===== src/rtl/pll_reset_sequencer.sv =====
// Qualifies PLL lock, holds the system reset for a fixed window, retries the PLL on lock loss or timeout.
// Outputs are registered and follow the state register; no input backpressure.
module pll_reset_sequencer #(
  parameter int SYNC_STAGES    = 2,
  parameter int STABLE_CYCLES  = 1024,
  parameter int HOLD_CYCLES    = 256,
  parameter int TIMEOUT_CYCLES = 1048576,
  parameter int PLL_RST_CYCLES = 16
) (
  input  logic       refclk,
  input  logic       rst,
  input  logic       pll_locked,
  input  logic       soft_reset_req,
  output logic       pll_rst,
  output logic       sys_reset,
  output logic       ready,
  output logic [2:0] state_o,
  output logic [7:0] lock_loss_cnt,
  output logic [7:0] retry_cnt
);

  localparam int MAX_AB = (STABLE_CYCLES > HOLD_CYCLES) ? STABLE_CYCLES : HOLD_CYCLES;
  localparam int MAX_CD = (TIMEOUT_CYCLES > PLL_RST_CYCLES) ? TIMEOUT_CYCLES : PLL_RST_CYCLES;
  localparam int MAX_ALL = (MAX_AB > MAX_CD) ? MAX_AB : MAX_CD;
  localparam int CNT_W = $clog2(MAX_ALL) + 1;

  localparam logic [CNT_W-1:0] STABLE_LAST  = CNT_W'(STABLE_CYCLES - 1);
  localparam logic [CNT_W-1:0] HOLD_LAST    = CNT_W'(HOLD_CYCLES - 1);
  localparam logic [CNT_W-1:0] TIMEOUT_LAST = CNT_W'(TIMEOUT_CYCLES - 1);
  localparam logic [CNT_W-1:0] PLL_RST_LAST = CNT_W'(PLL_RST_CYCLES - 1);

  typedef enum logic [2:0] {
    ST_WAIT_LOCK = 3'd0,
    ST_STABLE    = 3'd1,
    ST_HOLD      = 3'd2,
    ST_RUN       = 3'd3,
    ST_PLL_RST   = 3'd4
  } state_e;

  logic [SYNC_STAGES-1:0] sync_q, sync_d;
  state_e                 state_q, state_d;
  logic [CNT_W-1:0]       cnt_q, cnt_d;
  logic                   pll_rst_q, pll_rst_d;
  logic                   sys_reset_q, sys_reset_d;
  logic                   ready_q, ready_d;
  logic [7:0]             lock_loss_cnt_q, lock_loss_cnt_d;
  logic [7:0]             retry_cnt_q, retry_cnt_d;
  logic                   lk;
  logic                   inc_loss;
  logic                   inc_retry;

  assign lk = sync_q[SYNC_STAGES-1];

  always_comb begin
    sync_d    = {sync_q[SYNC_STAGES-2:0], pll_locked};
    state_d   = state_q;
    cnt_d     = cnt_q + CNT_W'(1);
    inc_loss  = 1'b0;
    inc_retry = 1'b0;

    case (state_q)
      ST_WAIT_LOCK: begin
        if (lk) begin
          state_d = ST_STABLE;
          cnt_d   = '0;
        end else if (cnt_q == TIMEOUT_LAST) begin
          state_d   = ST_PLL_RST;
          cnt_d     = '0;
          inc_retry = 1'b1;
        end
      end
      ST_STABLE: begin
        if (!lk) begin
          state_d = ST_WAIT_LOCK;
          cnt_d   = '0;
        end else if (cnt_q == STABLE_LAST) begin
          state_d = ST_HOLD;
          cnt_d   = '0;
        end
      end
      // soft_reset_req is deliberately not looked at here so HOLD always completes
      ST_HOLD: begin
        if (!lk) begin
          state_d = ST_WAIT_LOCK;
          cnt_d   = '0;
        end else if (cnt_q == HOLD_LAST) begin
          state_d = ST_RUN;
          cnt_d   = '0;
        end
      end
      ST_RUN: begin
        cnt_d = '0;
        if (!lk) begin
          state_d   = ST_PLL_RST;
          inc_loss  = 1'b1;
          inc_retry = 1'b1;
        end else if (soft_reset_req) begin
          state_d = ST_HOLD;
        end
      end
      ST_PLL_RST: begin
        if (cnt_q == PLL_RST_LAST) begin
          state_d = ST_WAIT_LOCK;
          cnt_d   = '0;
        end
      end
      default: begin
        state_d = ST_WAIT_LOCK;
        cnt_d   = '0;
      end
    endcase

    // Registered outputs decode the next state so they change on the same edge as the state.
    pll_rst_d   = (state_d == ST_PLL_RST);
    sys_reset_d = (state_d != ST_RUN);
    ready_d     = (state_d == ST_RUN);

    lock_loss_cnt_d = lock_loss_cnt_q;
    if (inc_loss && (lock_loss_cnt_q != 8'hFF)) begin
      lock_loss_cnt_d = lock_loss_cnt_q + 8'd1;
    end
    retry_cnt_d = retry_cnt_q;
    if (inc_retry && (retry_cnt_q != 8'hFF)) begin
      retry_cnt_d = retry_cnt_q + 8'd1;
    end
  end

  always_ff @(posedge refclk) begin
    if (rst) begin
      sync_q          <= '0;
      state_q         <= ST_WAIT_LOCK;
      cnt_q           <= '0;
      pll_rst_q       <= 1'b0;
      sys_reset_q     <= 1'b1;
      ready_q         <= 1'b0;
      lock_loss_cnt_q <= 8'd0;
      retry_cnt_q     <= 8'd0;
    end else begin
      sync_q          <= sync_d;
      state_q         <= state_d;
      cnt_q           <= cnt_d;
      pll_rst_q       <= pll_rst_d;
      sys_reset_q     <= sys_reset_d;
      ready_q         <= ready_d;
      lock_loss_cnt_q <= lock_loss_cnt_d;
      retry_cnt_q     <= retry_cnt_d;
    end
  end

  assign pll_rst       = pll_rst_q;
  assign sys_reset     = sys_reset_q;
  assign ready         = ready_q;
  assign state_o       = state_q;
  assign lock_loss_cnt = lock_loss_cnt_q;
  assign retry_cnt     = retry_cnt_q;

endmodule

===== config.mk =====
export PLATFORM = sky130hd
export DESIGN_NAME = pll_reset_sequencer
export DESIGN_NICKNAME = d
export VERILOG_FILES = /design/src/rtl/pll_reset_sequencer.sv
export SDC_FILE = /design/constraint.sdc
export NUM_CORES = 1
export LEC_CHECK = 0
export BUFFER_PORTS_ARGS = -buffer_cell sky130_fd_sc_hd__buf_2
export CORE_AREA = 2 2 69 71
export CTS_CLUSTER_DIAMETER = 200
export DETAILED_ROUTE_END_ITERATION = 10
export DIE_AREA = 0 0 71 73
export GPL_ROUTABILITY_DRIVEN = 0
export PLACE_DENSITY_LB_ADDON = 0.1
export SLEW_MARGIN = 20
export SYNTH_ARGS = -nofsm -noshare
export SYNTH_HDL_FRONTEND = slang
export SYNTH_SLANG_ARGS = --single-unit

===== constraint.sdc =====
create_clock -name refclk -period 5.15 [get_ports refclk]
set_input_delay 0.7725 -clock refclk [delete_from_list [all_inputs] [get_ports refclk]]
set_output_delay 0.7725 -clock refclk [all_outputs]
set_load 0.02 [all_outputs]

==> reports/metrics.yaml, run 1 <==
synth_nets: 238
synthMuxAreaShare: 0.004622
p_sw_mw: 0.1367
r2r_end: "cnt_q[12]"
via_per_inst: 5.253
clock-sinks: 45
cts_buffers: 5
finalSetupViolCount: 0
fin_crit_sh: 0.4833
p_int_mw: 0.4506
synth_top_area_frac: 0.4159
seqPwrFrac: 0.602
tightest_slew_ns: 0.6878
antenna_cells: 0
coreArea_sq_um: 4536
num_vias: 1639
cp_slowest_stage_delay_ns: 0.47
fin_util: 0.5228
combinationalPowerShare: 0.031
hp-start: "sync_q[0]"
maxCapViolCount: 0
grt_pass1_vias: 1527
grt_max_degree: 24
synth-async-reset-ratio: 0
yosys_most_used_dff: "dfxtp_1"
grt_overflow: 0
dr.pass1.iters: 4
r2r_start: "cnt_q[16]"
cp.arrival_ns: 2.68
rows: 25
cts_tree: "built"
hold_path_end: "sync_q[1]"
hold_path.class: "flop to flop"
switching_share: 0.2327
yosys-top-cells-area: "dfxtp_1, xor2_1, nor2_1"
insertion_delay_ns: 0.29
peakVddDrop_mv: 0.1392
drv_slew: 0
clkTransAtPathRegs_ns: 0.09
cp_cell_sequence: "nor4_2 -> nand3_1 -> o41ai_2 -> o311ai_1 -> o21ai_1 -> buf_4 -> nor2_1"
postCtsSetupBuffers: 0
dp_hpwl_microns: 2855
power.density_nw_per_um2: 247.7
synth_edf_count: 0
r2r_slack_ns: 2.66
reg2reg_depth: 7
timing.fmax_mhz: 401.8
path_max_fanout: 14
power.total_mw: 0.5873
dieArea_sq_um: 5183
synthAdderAreaFrac: 0.02195
yosysUniqueCellTypes: 51
busiest_layer: "met2"
syn_area_per_cell_sq_um: 9.376
chipWidth_microns: 71
relSlewSlack: 0.5373
required_ns: 5.34
io_buffers: 25
finalCriticalPeriod_ns: 2.489
p_clk_frac: 0.366
ys_warn_count: 0
synth_top_family_by_area: "simple AND/OR/NAND/NOR gates"
drive_above_1_share: 0.1938
status: "completed"
cts_resized: 0
drcViolationCount: 0
crit_path_end_kind: "flop"
yosysMostFrequentCell: "dfxtp_1"
cts-root-buf: "clkbuf_8"
synth_compound_area_frac: 0.08723
ioPinCount: 26
use_met3: 0.04144
synth_common_cells: "dfxtp_1, nor2_1, xor2_1"
drtAntennaViolNets: 0
synth_top_cell_by_area: "dfxtp_1"
die_h_microns: 73
yosysSeqAreaShare: 0.4159
area_growth_syn_to_layout_pct: 9.474
rsz0062_at_grt: "false"
synth_seq_cells: 45
syn_inst: 231
antenna_found_initial: 0
initial_core_util: 0.4775
hold_depth: 1
path_class: "flop to flop"
yosys.area_share.xor_xnor: 0.1254
crit_slowest_cell: "o41ai_2"
use_met1: 0.2252
grt_pass1_wl_microns: 7003
drt_wl_total_microns: 4078
finalSetupTns_ns: 0
finalHoldViolCount: 0
met2_usage: 0.2679
dpl.cell_count: 304
finalNetCount: 264
cp-start-kind: "flop"
htreeDepth: 2
grt.total_usage: 0.1693
clockBufferDepth: 2
whs_ns: 0.4469
syn_area_sq_um: 2166
synth-simple-area-share: 0.3021
fin_cells: 312
wl_per_cell_microns: 13.07
ctsHoldBuffers: 0
drtIter0Drc: 49
fin_worst_skew_ns: 0.003026
p_leak_nw: 0.9490
[through the flow]
stage | instance area, sq um | setup slack, ns
2_1_floorplan | 2166 | 3.287
4_1_cts | 2371 | 2.596
3_5_place_dp | 2285 | 2.618
6_report | 2371 | 2.661
5_1_grt | 2371 | 2.307
3_3_place_gp | 2285 | 2.706
[how the worst max path moves through the flow]
stage / slack, ns / start / endpoint / cells past startpoint
global placement: 2.71 / cnt_q[16] / cnt_q[4] / 7
detailed placement: 2.62 / cnt_q[16] / cnt_q[12] / 7
finish: 2.66 / cnt_q[16] / cnt_q[12] / 7
CTS: 2.60 / cnt_q[16] / cnt_q[13] / 7
floorplan: 3.29 / cnt_q[0] / retry_cnt[6] / 8
global route: 2.31 / cnt_q[11] / cnt_q[7] / 7
[flip-flops by register name, indices dropped and copies added, names as in the netlist]
name,cells
cnt_q,21
sys_reset,1
ready,1
lock_loss_cnt,8
state_o,3
sync_q,2
pll_rst,1
retry_cnt,8
[per-layer routing]
metal  wire, microns  vias up
met1            2024      753
li1                -      859
met3             131        5
met4              57        0
met5               0        -
met2            1864       22
[logic make-up after synthesis]
kind of cell,count (synthesis)
AO/OA/AOI/OAI,23
XOR/XNOR,31
adder cells (fa/ha/maj),4
buffers and inverters,10
flip-flops,45
multiplexers,1
AND/OR/NAND/NOR,117
[cell type report]
| type | instances | area, sq um |
|---|---|---|
| repair buffers | 26 | 132.6 |
| inverters | 3 | 11.26 |
| flip-flops and latches | 45 | 900.9 |
| multi-input cells | 176 | 1172 |
| well taps | 54 | 67.56 |
| clock inverters | 3 | 17.52 |
| clock buffers | 5 | 68.82 |
| fillers | 440 | 2165 |
[power by group through the flow]
| stage | combinational (mW) | clock, mW | sequential (mW) |
|---|---|---|---|
| floorplan | 0.0180 | 0 | 0.361 |
| global placement | 0.0190 | 0 | 0.362 |
| detailed placement | 0.0190 | 0 | 0.362 |
| CTS | 0.0190 | 0.224 | 0.354 |
| global route | 0.0211 | 0.236 | 0.355 |
| finish | 0.0183 | 0.215 | 0.354 |
[layout by cell type (no fill, tap or decap), types with 3 or more instances in the layout]
cell type,synthesis,layout
xnor2_1,10,10
nand2_1,14,14
clkbuf_8,0,5
nor2_1,40,40
xor2_1,21,21
inv_1,3,3
nand3_1,19,19
a21oi_1,4,4
and4_1,3,3
dfxtp_1,45,45
and3_1,6,6
nor4_1,4,4
ha_1,3,3
buf_2,0,25
nand4_1,5,5
nor2b_1,5,5
nor3_1,3,3
[critical path: cells and delay by family (launching register included)]
family                 cells  cell delay (ns)
buffers and inverters      1             0.29
flip-flops                 1             0.38
AND/OR/NAND/NOR            3             0.62
AO/OA/AOI/OAI              3             1.09
(Power assumes the default switching activity.)
==> inputs of run 2 (changes only) <==
- clock period: 5.15 -> 2.5 ns (I/O delays scaled with it)
==> run 2 against run 1 <==
Count of clock-buffer cells in the layout rose by 2; clock power rose to 2.7 times the previous value; final cell count rose by 0.96%; non-clock buffer count is 3 higher; total power up 130%; sequential share of layout area shrank 0.82 points; worst setup slack worse by 2.4 ns; first-iteration DRC count unchanged; routed wire length increased by 1.9%; register-to-register slack lost 2.4 ns; worst hold slack worse by 0.16 ns; highest routed layer unchanged.
==> reports/metrics.yaml, run 2 (same netlist as run 1, synthesis figures left out) <==
cp_slowest_stage_delay_ns: 0.44  # -0.03 ns
clockBufferDepth: 2  # unchanged
crit_start: "cnt_q[0]"
ctsHoldBuffers: 0  # unchanged
initial_core_util: 0.4775  # unchanged
drtAntennaViolNets: 0  # unchanged
power.density_nw_per_um2: 551.7  # +120%
relSlewSlack: 0.5192  # -0.01811
crit_slowest_cell: "a41o_1"
grt_pass1_vias: 1532  # +0.33%
area_growth_syn_to_layout_pct: 11.90
htreeDepth: 2  # unchanged
register_area_sq_um: 900.9  # unchanged
via_per_inst: 5.352  # +1.9%
dp_hpwl_microns: 2934  # +2.7%
hp-start: "pll_locked"
status: "completed"
largest_reg_flops: 21  # unchanged
path_class: "flop to flop"
grt_max_degree: 24  # unchanged
rsz0062_at_grt: "false"
drive_above_1_share: 0.1992  # +0.005435
finalSetupTns_ns: 0  # unchanged
dieArea_sq_um: 5183  # unchanged
whs_ns: 0.2895  # -0.1574 ns
required_ns: 2.72  # -2.62 ns
finalCriticalPeriod_ns: 2.193  # -0.2958 ns
coreArea_sq_um: 4536  # unchanged
rows: 25  # unchanged
clock-sinks: 45  # unchanged
cp.arrival_ns: 2.41  # -0.27 ns
drcViolationCount: 0  # unchanged
antenna_found_initial: 0  # unchanged
r2r_slack_ns: 0.31  # -2.35 ns
p_sw_mw: 0.2760  # +100%
multi_input_area_sq_um: 1172  # unchanged
ioPinCount: 26  # unchanged
hold_path.class: "input pin to flop"
io_buffers: 25  # unchanged
switching_share: 0.2064  # -0.02629
finalSetupViolCount: 0  # unchanged
maxCapViolCount: 0  # unchanged
drtIter0Drc: 49  # unchanged
fin_util: 0.5343  # +0.01159
layout_commonest_cell: "dfxtp_1"
fin_cells: 315  # +0.96%
peakVddDrop_mv: 0.2579  # +85%
cts-root-buf: "clkbuf_8"
insertion_delay_ns: 0.30  # about the same
die_h_microns: 73  # unchanged
cp-start-kind: "flop"
fin_worst_skew_ns: 0.008444  # +0.005418 ns
timing.fmax_mhz: 456.0  # +13%
chipWidth_microns: 71  # unchanged
antenna_cells: 0  # unchanged
cp_cell_sequence: "ha_1 -> nand2_2 -> nor4_4 -> a41o_1 -> and2_4 -> a41oi_2 -> a311oi_2"
finalNetCount: 267  # +1.1%
wl_per_cell_microns: 13.19  # +0.92%
p_leak_nw: 0.9799  # +3.3%
grt.total_usage: 0.1717  # +0.002373
cts_buffers: 5  # unchanged
cts_resized: 0  # unchanged
seqPwrFrac: 0.545  # -0.057
grt_pass1_wl_microns: 7065  # +0.89%
p_int_mw: 1.061  # +140%
largest_register: "cnt_q"
crit_path_end_kind: "flop"
drt_wl_total_microns: 4155  # +1.9%
cts_tree: "built"
combinationalPowerShare: 0.029  # -0.002
dpl.cell_count: 307  # +0.99%
grt_overflow: 0  # unchanged
fin_crit_sh: 0.8773  # +0.3940
p_clk_frac: 0.426  # +0.060
r2r_start: "cnt_q[0]"
tightest_slew_ns: 0.7147  # +0.02692 ns
drv_slew: 0  # unchanged
finalHoldViolCount: 0  # unchanged
n_fill_cell: 447  # +1.6%
postCtsSetupBuffers: 0  # unchanged
final_cell_mix: "dfxtp_1, nor2_1, buf_2, xor2_1, nand3_1"
path_max_fanout: 9  # -5
dr.pass1.iters: 4  # unchanged
clkTransAtPathRegs_ns: 0.08  # about the same
num_vias: 1686  # +2.9%
==> run 2: worst max-delay path, delay by kind of cell, from the launching register on <==
kind,cells,cell delay (ns)
AO/OA/AOI/OAI,3,0.79
AND/OR/NAND/NOR,3,0.73
flip-flops,1,0.35
adder cells (fa/ha/maj),1,0.23
==> run 2: worst paths after layout <==
path	end	depth (start not counted)
max	retry_cnt[6]	7
min	sync_q[0]	2
max reg2reg	retry_cnt[6]	7
min reg2reg	sync_q[1]	1
==> run 2: power groups by stage <==
stage               Sequential, mW  Combinational (mW)  Clock, mW
global placement             0.746              0.0391          0
global route                 0.730              0.0439      0.610
detailed placement           0.746              0.0391          0
CTS                          0.729              0.0393      0.587
floorplan                    0.744              0.0372          0
finish                       0.729              0.0383      0.570
==> run 2: through the flow <==
step / cell area (sq um) / worst slack, ns / power [mW]
floorplan: 2166 / 0.6371 / 0.7814
global placement: 2307 / 0.3599 / 0.7849
detailed placement: 2307 / 0.3333 / 0.7848
CTS: 2424 / 0.3046 / 1.355
global route: 2424 / 0.1690 / 1.384
finish: 2424 / 0.3069 / 1.337
==> run 2: layout make-up <==
type                       count  share of cell area
clock buffer                   7             0.03562
clock inverter                 1             0.01239
inverter                       3            0.004646
multi-input combinational    176              0.4837
sequential                    45              0.3717
tap                           54             0.02788
timing repair buffer          29             0.06402
==> run 2: routing by layer <==
metal  vias up  global-route usage  wire length (microns)  part of all wire
met5         -                   0                      0                 0
met4         0             0.06289                     65             0.016
met3         6             0.04558                    163             0.039
met2        27              0.2793                   1931              0.46
met1       787              0.2199                   1994              0.48
li1        866                   -                      -                 -
==> inputs of run 3 (changes only) <==
- BUFFER_PORTS_ARGS: -buffer_cell sky130_fd_sc_hd__buf_2 -> -buffer_cell sky130_fd_sc_hd__buf_4
- clock period: 2.5 -> 2.8 ns (I/O delays scaled with it)
==> run 3 against run 2 <==
Total power decreased by 16%; worst setup slack improved by 0.32 ns; critical path depth unchanged; combinational power decreased by 6.0%; sequential share of layout area decreased by 0.49 points; worst hold slack improved by 0.046 ns; final area increased by 1.3%; clock skew increased by 0.00078 ns; critical endpoint unchanged; largest cell class unchanged.
==> reports/metrics.yaml, run 3 (same netlist as run 1, synthesis figures left out) <==
largest_reg_flops: 21  # unchanged
cts_tree: "built"
drcViolationCount: 0  # unchanged
p_int_mw: 0.8810  # -17%
ioPinCount: 26  # unchanged
r2r_start: "cnt_q[0]"
via_per_inst: 5.188  # -3.1%
layout_commonest_cell: "dfxtp_1"
coreArea_sq_um: 4536  # unchanged
cp.arrival_ns: 2.38  # -0.03 ns
insertion_delay_ns: 0.29  # about the same
largest_register: "cnt_q"
hold_path_end: "sync_q[0]"
finalSetupViolCount: 0  # unchanged
cts-root-buf: "clkbuf_8"
r2r_end: "retry_cnt[6]"
grt.total_usage: 0.1662  # -0.005530
fin_area_sq_um: 2456  # +1.3%
num_vias: 1624  # -3.7%
wl_per_cell_microns: 13.01  # -1.4%
timing.fmax_mhz: 460.4  # +0.97%
crit_path_end_kind: "flop"
place_area_sq_um: 2355  # +2.1%
crit_start: "cnt_q[0]"
r2r_slack_ns: 0.63  # +0.32 ns
clockBufferDepth: 2  # unchanged
cts_buffers: 5  # unchanged
rsz0062_at_grt: "false"
dpl.cell_count: 305  # -0.65%
postCtsSetupBuffers: 0  # unchanged
status: "completed"
dp_hpwl_microns: 2905  # -1.0%
multi_input_area_sq_um: 1172  # unchanged
combinationalPowerShare: 0.032  # +0.003
drt_wl_total_microns: 4071  # -2.0%
switching_share: 0.2132  # +0.006730
finalHoldViolCount: 0  # unchanged
n_fill_cell: 432  # -3.4%
grt_pass1_wl_microns: 6851  # -3.0%
finalCriticalPeriod_ns: 2.172  # -0.02097 ns
drtAntennaViolNets: 0  # unchanged
p_leak_nw: 0.9664  # -1.4%
path_class: "flop to flop"
finalNetCount: 265  # -0.75%
drive_above_1_share: 0.1969  # -0.002323
finalSetupTns_ns: 0  # unchanged
io_buffers: 25  # unchanged
path_max_fanout: 9  # unchanged
cp-start-kind: "flop"
fin_cells: 313  # -0.63%
relSlewSlack: 0.5586  # +0.03934
seqPwrFrac: 0.581  # +0.036
fin_worst_skew_ns: 0.009224  # +0.0007802 ns
grt_pass1_vias: 1516  # -1.0%
required_ns: 3.01  # +0.29 ns
clkTransAtPathRegs_ns: 0.08  # about the same
maxCapViolCount: 0  # unchanged
power.density_nw_per_um2: 455.9  # -17%
hold_depth: 2  # unchanged
p_clk_frac: 0.387  # -0.039
grt_overflow: 0  # unchanged
rows: 25  # unchanged
dieArea_sq_um: 5183  # unchanged
die_h_microns: 73  # unchanged
p_sw_mw: 0.2387  # -14%
hold_path.class: "input pin to flop"
reg2reg_depth: 7  # unchanged
htreeDepth: 2  # unchanged
area_growth_syn_to_layout_pct: 13.40
cts_resized: 0  # unchanged
grt_max_degree: 24  # unchanged
chipWidth_microns: 71  # unchanged
tightest_slew_ns: 0.6563  # -0.05849 ns
hp-start: "pll_locked"
initial_core_util: 0.4775  # unchanged
antenna_found_initial: 0  # unchanged
peakVddDrop_mv: 0.2815  # +9.1%
fin_crit_sh: 0.7758  # -0.1015
drtIter0Drc: 49  # unchanged
register_area_sq_um: 900.9  # unchanged
drv_slew: 0  # unchanged
dr.pass1.iters: 4  # unchanged
clock-sinks: 45  # unchanged
ctsHoldBuffers: 0  # unchanged
final_cell_mix: "dfxtp_1, nor2_1, buf_4, xor2_1, nand3_1"
antenna_cells: 0  # unchanged
==> run 3: changes by cell type in the layout (fill, tap and decap cells not counted), sizes merged <==
cell	change
clkinv	+1
bufinv	-1
buf	-2
==> run 3: worst max-delay path: stages (launching register included) <==
cell      delay, ns
dfxtp_1        0.36
ha_1           0.22
nand2_2        0.12
nor4_4         0.39
a41o_1         0.44
and2_4         0.22
a41oi_2        0.11
a311oi_2       0.23
==> run 3: area by class of cell <==
| class | count | share of cell area |
|---|---|---|
| multi-input combinational | 176 | 0.4773 |
| sequential | 45 | 0.3668 |
| timing repair buffer | 27 | 0.08253 |
| clock buffer | 7 | 0.03923 |
| tap | 54 | 0.02751 |
| inverter | 3 | 0.004585 |
| clock inverter | 1 | 0.002038 |
==> run 3: power groups by stage <==
stage / Combinational (mW) / Sequential [mW] / Clock, mW
2_1_floorplan: 0.0332 / 0.665 / 0
3_3_place_gp: 0.0362 / 0.666 / 0
3_5_place_dp: 0.0369 / 0.666 / 0
4_1_cts: 0.0371 / 0.651 / 0.454
5_1_grt: 0.0411 / 0.652 / 0.475
6_report: 0.0360 / 0.651 / 0.433
==> run 3: worst max path at each step <==
stage          cells after the start  slack, ns           end
2_1_floorplan                      8       0.94  retry_cnt[6]
3_3_place_gp                       7       0.67  retry_cnt[6]
3_5_place_dp                       7       0.64  retry_cnt[6]
4_1_cts                            7       0.63  retry_cnt[6]
5_1_grt                            7       0.49     cnt_q[14]
6_report                           7       0.63  retry_cnt[6]
==> run 3: metal layers <==
layer | vias up | share of wire | wire length (microns) | track usage
li1 | 860 | - | - | -
met4 | 0 | 0.021 | 85 | 0.06918
met1 | 735 | 0.50 | 2043 | 0.2182
met2 | 22 | 0.45 | 1840 | 0.2617
met5 | - | 0 | 0 | 0
met3 | 7 | 0.025 | 102 | 0.04144
==> run 3: metrics by stage <==
| stage | worst slack [ns] | power (mW) | hold WS, ns | util |
|---|---|---|---|---|
| 6_report | 0.6278 | 1.120 | 0.3358 | 0.5415 |
| 5_1_grt | 0.4875 | 1.168 | 0.3555 | 0.5415 |
| 4_1_cts | 0.6334 | 1.142 | 0.3273 | 0.5415 |
| 3_5_place_dp | 0.6405 | 0.7029 | 0.4407 | 0.5192 |
| 3_3_place_gp | 0.6654 | 0.7021 | 0.4275 | 0.5192 |
| 2_1_floorplan | 0.9371 | 0.6977 | 0.4138 | - |
